--- config.mk ---
export PLATFORM = sky130hd
export DESIGN_NAME = messbauer_measurement_sequencer
export DESIGN_NICKNAME = d
export VERILOG_FILES = /design/src/rtl/messbauer_measurement_sequencer.sv
export SDC_FILE = /design/constraint.sdc
export NUM_CORES = 1
export LEC_CHECK = 0
export CORE_MARGIN = 2
export CORE_UTILIZATION = 40
export CTS_CLUSTER_DIAMETER = 100
export DETAILED_ROUTE_END_ITERATION = 10
export REMOVE_ABC_BUFFERS = 1
export SYNTH_ARGS = -nofsm -noshare
export SYNTH_HDL_FRONTEND = slang
export SYNTH_SLANG_ARGS = --single-unit
--- constraint.sdc ---
create_clock -name aclk -period 2.6 [get_ports aclk]
set_input_delay 0.52 -clock aclk [delete_from_list [all_inputs] [get_ports aclk]]
set_output_delay 0.52 -clock aclk [all_outputs]
set_load 0.005 [all_outputs]
--- src/rtl/messbauer_measurement_sequencer.sv ---
// ---------------------------------------------------------------------------
// messbauer_measurement_sequencer
//
// Run controller for one Mossbauer test channel. A run request holds the
// channel's generator / saw-tooth / discriminator blocks in reset for
// RESET_CYCLES cycles and then releases them. The controller waits for the
// first start pulse from the generator, then counts channel pulses per frame
// and frames per run, and opens the discriminator gate while running.
// A run ends on:
//   - the frame quota being reached,
//   - a stop command, or
//   - the watchdog expiring.
// Frame-integrity problems raise a sticky error flag.
//
// Ports:
//   aclk              system clock
//   reset             synchronous active-high reset
//   cmd_start         one-cycle run request (ignored while busy)
//   cmd_stop          one-cycle abort request (ignored while idle/done)
//   frames_requested  frames per run, captured at run start; 0 = continuous
//   start             generator start level, rising edge = frame boundary
//   channel           generator channel level, rising edge = channel advance
//   datapath_areset_n active-low reset to the channel datapath blocks
//   gate_enable       enables discriminator threshold outputs (RUN only)
//   busy              run in progress (RESET_PULSE, ARM, RUN)
//   done              run finished by quota or watchdog
//   error             sticky frame/overflow/watchdog error
//   frame_count       completed frames in current/last run
//   channel_index     channel edges counted in the current frame
// ---------------------------------------------------------------------------
module messbauer_measurement_sequencer #(
    parameter int CHANNEL_NUMBER  = 512,
    parameter int RESET_CYCLES    = 16,
    parameter int WATCHDOG_CYCLES = 1048576,
    parameter int CH_W            = 13
) (
    input  logic            aclk,
    input  logic            reset,
    input  logic            cmd_start,
    input  logic            cmd_stop,
    input  logic [15:0]     frames_requested,
    input  logic            start,
    input  logic            channel,
    output logic            datapath_areset_n,
    output logic            gate_enable,
    output logic            busy,
    output logic            done,
    output logic            error,
    output logic [15:0]     frame_count,
    output logic [CH_W-1:0] channel_index
);

    typedef enum logic [2:0] {
        S_IDLE        = 3'd0,
        S_RESET_PULSE = 3'd1,
        S_ARM         = 3'd2,
        S_RUN         = 3'd3,
        S_DONE        = 3'd4
    } state_t;

    localparam logic [CH_W-1:0] CH_FULL  = CH_W'(CHANNEL_NUMBER);
    localparam logic [23:0]     RST_LAST = 24'(RESET_CYCLES - 1);
    localparam logic [23:0]     WD_LAST  = 24'(WATCHDOG_CYCLES - 1);

    state_t          state_q, state_d;
    logic [15:0]     quota_q, quota_d;
    logic            error_q, error_d;
    logic [15:0]     frame_count_q, frame_count_d;
    logic [CH_W-1:0] channel_index_q, channel_index_d;
    // Shared timer: reset-pulse length in RESET_PULSE, idle-input watchdog in ARM/RUN.
    logic [23:0]     timer_q, timer_d;
    logic            start_r_q, channel_r_q;
    logic            areset_n_q, areset_n_d;
    logic            gate_q, gate_d;
    logic            busy_q, busy_d;
    logic            done_q, done_d;

    logic            st_edge_s;
    logic            ch_edge_s;
    logic [CH_W-1:0] ch_sum_s;
    logic            ch_ovf_s;
    logic [15:0]     frame_inc_s;

    assign st_edge_s = start & ~start_r_q;
    assign ch_edge_s = channel & ~channel_r_q;

    // Next-state, counter and registered-output computation.
    always_comb begin
        state_d         = state_q;
        quota_d         = quota_q;
        error_d         = error_q;
        frame_count_d   = frame_count_q;
        channel_index_d = channel_index_q;
        timer_d         = timer_q;
        frame_inc_s     = frame_count_q + 16'd1;

        // Channel count including this cycle's edge; saturates at a full frame.
        ch_sum_s = channel_index_q;
        ch_ovf_s = 1'b0;
        if (ch_edge_s) begin
            if (channel_index_q == CH_FULL) begin
                ch_ovf_s = 1'b1;
            end else begin
                ch_sum_s = channel_index_q + CH_W'(1);
            end
        end else begin
            ch_sum_s = channel_index_q;
        end

        case (state_q)
            S_IDLE, S_DONE: begin
                if (cmd_start) begin
                    state_d         = S_RESET_PULSE;
                    quota_d         = frames_requested;
                    error_d         = 1'b0;
                    frame_count_d   = 16'd0;
                    channel_index_d = {CH_W{1'b0}};
                    timer_d         = 24'd0;
                end else begin
                    state_d = state_q;
                end
            end
            S_RESET_PULSE: begin
                if (cmd_stop) begin
                    state_d = S_IDLE;
                    timer_d = 24'd0;
                end else if (timer_q == RST_LAST) begin
                    state_d = S_ARM;
                    timer_d = 24'd0;
                end else begin
                    timer_d = timer_q + 24'd1;
                end
            end
            S_ARM: begin
                if (cmd_stop) begin
                    state_d = S_IDLE;
                    timer_d = 24'd0;
                end else if (st_edge_s) begin
                    state_d         = S_RUN;
                    channel_index_d = {CH_W{1'b0}};
                    frame_count_d   = 16'd0;
                    timer_d         = 24'd0;
                end else if (ch_edge_s) begin
                    // Channel edges before the first frame only feed the watchdog.
                    timer_d = 24'd0;
                end else if (timer_q == WD_LAST) begin
                    state_d = S_DONE;
                    error_d = 1'b1;
                    timer_d = 24'd0;
                end else begin
                    timer_d = timer_q + 24'd1;
                end
            end
            S_RUN: begin
                if (cmd_stop) begin
                    state_d = S_IDLE;
                    timer_d = 24'd0;
                end else if (st_edge_s) begin
                    // A coincident channel edge belongs to the frame being closed.
                    error_d         = error_q | ch_ovf_s | (ch_sum_s != CH_FULL);
                    frame_count_d   = frame_inc_s;
                    channel_index_d = {CH_W{1'b0}};
                    timer_d         = 24'd0;
                    if ((quota_q != 16'd0) && (frame_inc_s == quota_q)) begin
                        state_d = S_DONE;
                    end else begin
                        state_d = S_RUN;
                    end
                end else if (ch_edge_s) begin
                    error_d         = error_q | ch_ovf_s;
                    channel_index_d = ch_sum_s;
                    timer_d         = 24'd0;
                end else if (timer_q == WD_LAST) begin
                    state_d = S_DONE;
                    error_d = 1'b1;
                    timer_d = 24'd0;
                end else begin
                    timer_d = timer_q + 24'd1;
                end
            end
            default: begin
                state_d = S_IDLE;
                timer_d = 24'd0;
            end
        endcase

        // Outputs are decoded from the next state so they change on the same edge.
        areset_n_d = (state_d == S_ARM) || (state_d == S_RUN) || (state_d == S_DONE);
        gate_d     = (state_d == S_RUN);
        busy_d     = (state_d == S_RESET_PULSE) || (state_d == S_ARM) || (state_d == S_RUN);
        done_d     = (state_d == S_DONE);
    end

    // State, counters, edge history and output registers.
    always_ff @(posedge aclk) begin
        if (reset) begin
            state_q         <= S_IDLE;
            quota_q         <= 16'd0;
            error_q         <= 1'b0;
            frame_count_q   <= 16'd0;
            channel_index_q <= {CH_W{1'b0}};
            timer_q         <= 24'd0;
            start_r_q       <= 1'b0;
            channel_r_q     <= 1'b0;
            areset_n_q      <= 1'b0;
            gate_q          <= 1'b0;
            busy_q          <= 1'b0;
            done_q          <= 1'b0;
        end else begin
            state_q         <= state_d;
            quota_q         <= quota_d;
            error_q         <= error_d;
            frame_count_q   <= frame_count_d;
            channel_index_q <= channel_index_d;
            timer_q         <= timer_d;
            start_r_q       <= start;
            channel_r_q     <= channel;
            areset_n_q      <= areset_n_d;
            gate_q          <= gate_d;
            busy_q          <= busy_d;
            done_q          <= done_d;
        end
    end

    assign datapath_areset_n = areset_n_q;
    assign gate_enable       = gate_q;
    assign busy              = busy_q;
    assign done              = done_q;
    assign error             = error_q;
    assign frame_count       = frame_count_q;
    assign channel_index     = channel_index_q;

endmodule

# Yosys cells after proc, flatten, opt, wreduce, memory -nomap -nowiden
# Index checks and enable logic that the tools add are counted.
# totals
in_bits,22
ff_bits,79
output_inout_bits,34
elab_cells,101
# op_classes
n_eq_ne,21
mux,45
add_sub_neg,3
n_bitwise,6
reduce_logical,14
# ops
operator,n
2-to-1 mux 24 bit,7
2-to-1 mux 13 bit,8
2-to-1 mux 16 bit,5
one-hot mux 24 bit (3 select lines),1
one-hot mux 16 bit (3 select lines),1
one-hot mux 13 bit (3 select lines),1
2-to-1 mux 3 bit,10
adder 24 x 1 -> 24 bit (second input constant),1
equality test 24 x 20 -> 1 bit (second input constant),1
equality test 24 x 4 -> 1 bit (second input constant),1
AND reduction 6 bit,3
adder 16 x 1 -> 16 bit (second input constant),1
equality test 16 bit,1
nonzero test 16 bit,1
inequality test 2 bit (second input constant),7
adder 13 x 1 -> 13 bit (second input constant),1
equality test 13 x 10 -> 1 bit (second input constant),1
inequality test 13 x 10 -> 1 bit (second input constant),1
equality test 3 x 2 -> 1 bit (second input constant),4
one-hot mux 3 bit (4 select lines),1
2-to-1 mux 1 bit,10
equality test 3 x 1 -> 1 bit (second input constant),2
equality test 3 bit (second input constant),2
logical OR 1 bit,4
10 further kinds,14

# Depth between registers and ports, before layout
# Gate-level depths: netlist (run 1).
# depth
word_depth,10
mapped_depth,10

# Least setup slack after synthesis (run 1)
# Ideal clock, no wire load.
# synth_timing
kind,reg-to-reg
from,reg channel_index_q[0] (netlist: channel_index[0])
to,reg error_q (netlist: error)
required_time_ns,2.477
arrival_time_ns,2.149
setup_slack_ns,0.328
path_stages_with_launch,10
path_buffers,0
period_less_slack_ns,2.272
path_cell_list,dfxtp_1 > inv_1 > ha_1 > nor3b_1 > and4_1 > nand3b_1 > or3b_2 > a211o_1 > nor4_1 > o21ai_1
# synth_between
elab_chain_cells,8
word_cells_on_any_way,13
# synth_lines
element,line_no,source
start: declaration,69,"logic [CH_W-1:0] channel_index_q, channel_index_d;"
start signal: assignment,201,channel_index_q <= {CH_W{1'b0}};
start signal: assignment,214,channel_index_q <= channel_index_d;
adder 13 x 1 -> 13 bit / equality test 13 x 10 -> 1 bit (equally long branches),"104, 101",
2-to-1 mux 13 bit / 2-to-1 mux 1 bit (equally long branches),101,if (channel_index_q == CH_FULL) begin
2-to-1 mux 13 bit / 2-to-1 mux 1 bit (equally long branches),100,if (ch_edge_s) begin
inequality test 13 x 10 -> 1 bit / OR 1 bit (equally long branches),"160, 170",
OR 1 bit / 2-to-1 mux 1 bit (equally long branches),"160, 169",
2-to-1 mux 1 bit *,158,end else if (st_edge_s) begin
2-to-1 mux 1 bit *,155,if (cmd_stop) begin
one-hot mux 1 bit (3 select lines) *,110,case (state_q)
end signal: assignment,212,error_q <= error_d;
end: declaration,67,"logic error_q, error_d;"
# Every way passes the cells marked *; elsewhere a longest branch is shown, timed or not. The select of a mux whose other input is x is not followed.
# A chain may end at the register's enable or synchronous reset.

# Worst setup path after layout (run 1)
# layout_timing
from,reg timer_q[20]
to,reg timer_q[3]
# layout_between
elab_chain_cells,6
word_cells_on_any_way,9
# layout_lines
element,line_no,source
start: declaration,71,"logic [23:0] timer_q, timer_d;"
start signal: assignment,215,timer_q <= timer_d;
equality test 24 x 20 -> 1 bit,"146, 173",
2-to-1 mux 24 bit,"146, 173",
2-to-1 mux 24 bit,169,end else if (ch_edge_s) begin
2-to-1 mux 24 bit,158,
2-to-1 mux 24 bit,135,if (cmd_stop) begin
one-hot mux 24 bit (3 select lines) *,110,
# Every way passes the cells marked *; elsewhere a longest branch is shown, timed or not.

==> out/results.txt, run 1 <==
run status -> complete, no violations
vias in the first global route -> 3854
Crit Path Class -> reg -> reg
min Tclk post-route -> 2.426 ns
fin crit share -> 0.9329
core footprint -> 10790 um2
GR Overflow Total -> 0
CTS tree -> built
Primary FF master, synth -> dfxtp_1
Setup Buffers After CTS -> 0
top-area cell type share of the netlist area -> 0.3584
WL/cell -> 14.36 um
Post-route DRC -> 0
Max clock buf depth -> 2
VDD IR max -> 0.2838 mV
Clock Latency Late Sink -> 0.37 ns
arrival time worst endpoint -> 2.67 ns
Num CTS Buffers -> 9
crit path max fanout -> 24
Peak Freq -> 0.4123 GHz
layout overhead on the synthesized area -> 25.66%
Fin Clk Skew -> 0.01758 ns
yosys warns -> 0
Yosys reg bits -> 79
GP Congestion -> 0.8268
IO Pins -> 56
Worst R2R Path Depth -> 7
Vias/cell -> 5.447
Req. time, crit path -> 2.85 ns
Core Rows -> 38
post-synth cell types -> 70
slew of the pin with the lowest slew margin -> 0.6619 ns
nets@finish -> 658
Hold-fix buffers, CTS -> 0
CTS Sinks -> 79
layout cell share with drive strength beyond 1 -> 0.1444
max cap viols -> 0
most frequent cells in the layout -> dfxtp_1, nor2_1, nand2_1
Die Y -> 109.0 um
number of synthesized flops with an enable pin -> 0
# diodes -> 0
Slew Limit Fails -> 0
I/O Buffers -> 55
Initial DRC Count -> 223
gr usage total -> 0.1959
initial core utilization -> 0.4089
first-pass GRT wire length -> 18490 um
syn avg cell area -> 8.024 um2
final WL -> 11160 um
startpoint types -> flop
Pre-Repair DR Iteration Count -> 4
multiplexer share of the synthesized area -> 0.009356
H-tree Lvls -> 3
Max-slew headroom -> 0.5567
die outline width -> 109.0 um
Syn Std Cell Area -> 4413 um2
initial antenna violation count -> 0
synth top area cells -> dfxtp_1, a21oi_1, nor2_1
dpl ws -> -0.1178 ns
pin count of the biggest net entering global routing -> 44
Seq/Total Area, Yosys -> 0.3584
complex-gate fraction of the synthesized area -> 0.1693
Root Buffer -> clkbuf_8
worst min-delay path class -> reg -> reg
Die ar. -> 11890 um2
Post-synth ARST share -> 0
setup_tns -> 0 ns
static leakage -> 1.934 nW
worst hold margin -> 0.4917 ns
RSZ-0062 raised after global routing -> false
post-synth top area cell -> dfxtp_1
Vias -> 4232
Worst-path clk slew -> 0.08 ns
post-synthesis xor/xnor area fraction -> 0.08733
Syn Inst Count -> 550
Crit. End Element -> flop
largest family of logic cells by synthesized area -> simple AND/OR/NAND/NOR gates
pwr dens -> 430.7 nW/um2
Fillers -> 1035
endpoints failing setup -> 0
hpwl dp -> 8111 um
final setup margin -> 0.1744 ns
simple-gate share of the synthesized area -> 0.3224
number of gates resized after CTS -> 0
Fin. Hold Viols -> 0
hold path depth -> 2
DRT antenna net count -> 0
Post-Synth Adder-Cell Area -> 0.01134
most common cell after layout, fill and taps aside -> dfxtp_1
-- synth_stat cells, types with 6 or more instances --
cell and instances:
buf_2 7, or3b_2 6, nand4_1 8, a21oi_1 50
a31oi_1 9, nand2_1 62, nor4_1 13, o21ai_0 28
a311oi_1 7, xor2_1 19, xnor2_1 25, nor3b_1 6
nand3_1 17, nor2b_1 7, inv_1 10, nor2_1 63
and3_1 10, clkbuf_1 14, or3_1 7, and4_1 8
nor3_1 12, dfxtp_1 79
-- worst paths after layout --
kind / start / to / slack (ns)
max: timer_q[20] / timer_q[3] / 0.17
min: quota_q[3] / quota_q[3] / 0.49
min reg2reg: quota_q[3] / quota_q[3] / 0.49
max reg2reg: timer_q[20] / timer_q[3] / 0.17
-- logic make-up after synthesis --
family / after synthesis
buf+inv: 39
xor+xnor: 44
compound gates: 122
flops: 79
simple gates: 258
fa+ha+maj: 4
mux: 4
-- area by class of cell --
cell class | instances | area, um2 | share of cell area
clock inverters | 7 | 72.57 | 0.01309
multi-input cells | 432 | 2659 | 0.4795
repair buffers | 100 | 895.9 | 0.1616
clock buffers | 9 | 123.9 | 0.02234
inverters | 10 | 37.54 | 0.006769
well taps | 140 | 175.2 | 0.03159
flip-flops and latches | 79 | 1582 | 0.2852
-- worst max-delay path, cell delays in order, from the launching register on --
cell      delay (ns)
dfxtp_1         0.34
nor4_1          0.43
nor4bb_1        0.27
nand4_1         0.21
a31oi_1         0.58
a21o_2          0.26
buf_12          0.16
nor2_1          0.06
-- metal layers --
| layer | vias up | global-route usage | share of wire | wire [um] |
|---|---|---|---|---|
| met5 | - | 0 | 0 | 0 |
| met4 | 0 | 0.06777 | 0.0094 | 105 |
| met3 | 7 | 0.04423 | 0.044 | 487 |
| met2 | 104 | 0.3128 | 0.46 | 5169 |
| met1 | 1989 | 0.2597 | 0.48 | 5396 |
| li1 | 2132 | - | - | - |
-- metrics by stage --
step	power (mW)	instances	utilization	cell area, um2
after floorplan	1.382	521	-	4265
after global placement	1.493	761	0.4956	5349
after detailed placement	1.497	761	0.4956	5349
after CTS	2.429	777	0.5138	5545
after global routing	2.496	777	0.5138	5545
final	2.388	777	0.5138	5545
-- power breakdown --
part	internal, mW	switching [mW]	total (mW)	leakage (nW)
logic	0.0983	0.118	0.216	1.20
registers	1.23	0.0225	1.25	0.640
clock network	0.445	0.475	0.920	0.0956
total	1.77	0.616	2.39	1.93
-- registers in the layout (all words and copies together), names as in the netlist --
| name | cells |
|---|---|
| busy | 1 |
| channel_index | 13 |
| channel_r_q | 1 |
| datapath_areset_n | 1 |
| done | 1 |
| error | 1 |
| frame_count | 16 |
| gate_enable | 1 |
| quota_q | 16 |
| start_r_q | 1 |
| state_q | 3 |
| timer_q | 24 |
Note: power is estimated with default switching activity, not from simulation.
==> run 2: changes to the inputs <==
- HOLD_SLACK_MARGIN: default -> 0.05
- SKIP_CTS_REPAIR_TIMING: default -> 1
==> results of run 2 <==
No change in the layout: final DEF, timing and power equal those of run 1.
==> run 3: changes to the inputs <==
- TNS_END_PERCENT: default -> 100
==> results of run 3 <==
No change in the layout: final DEF, timing and power equal those of run 1.
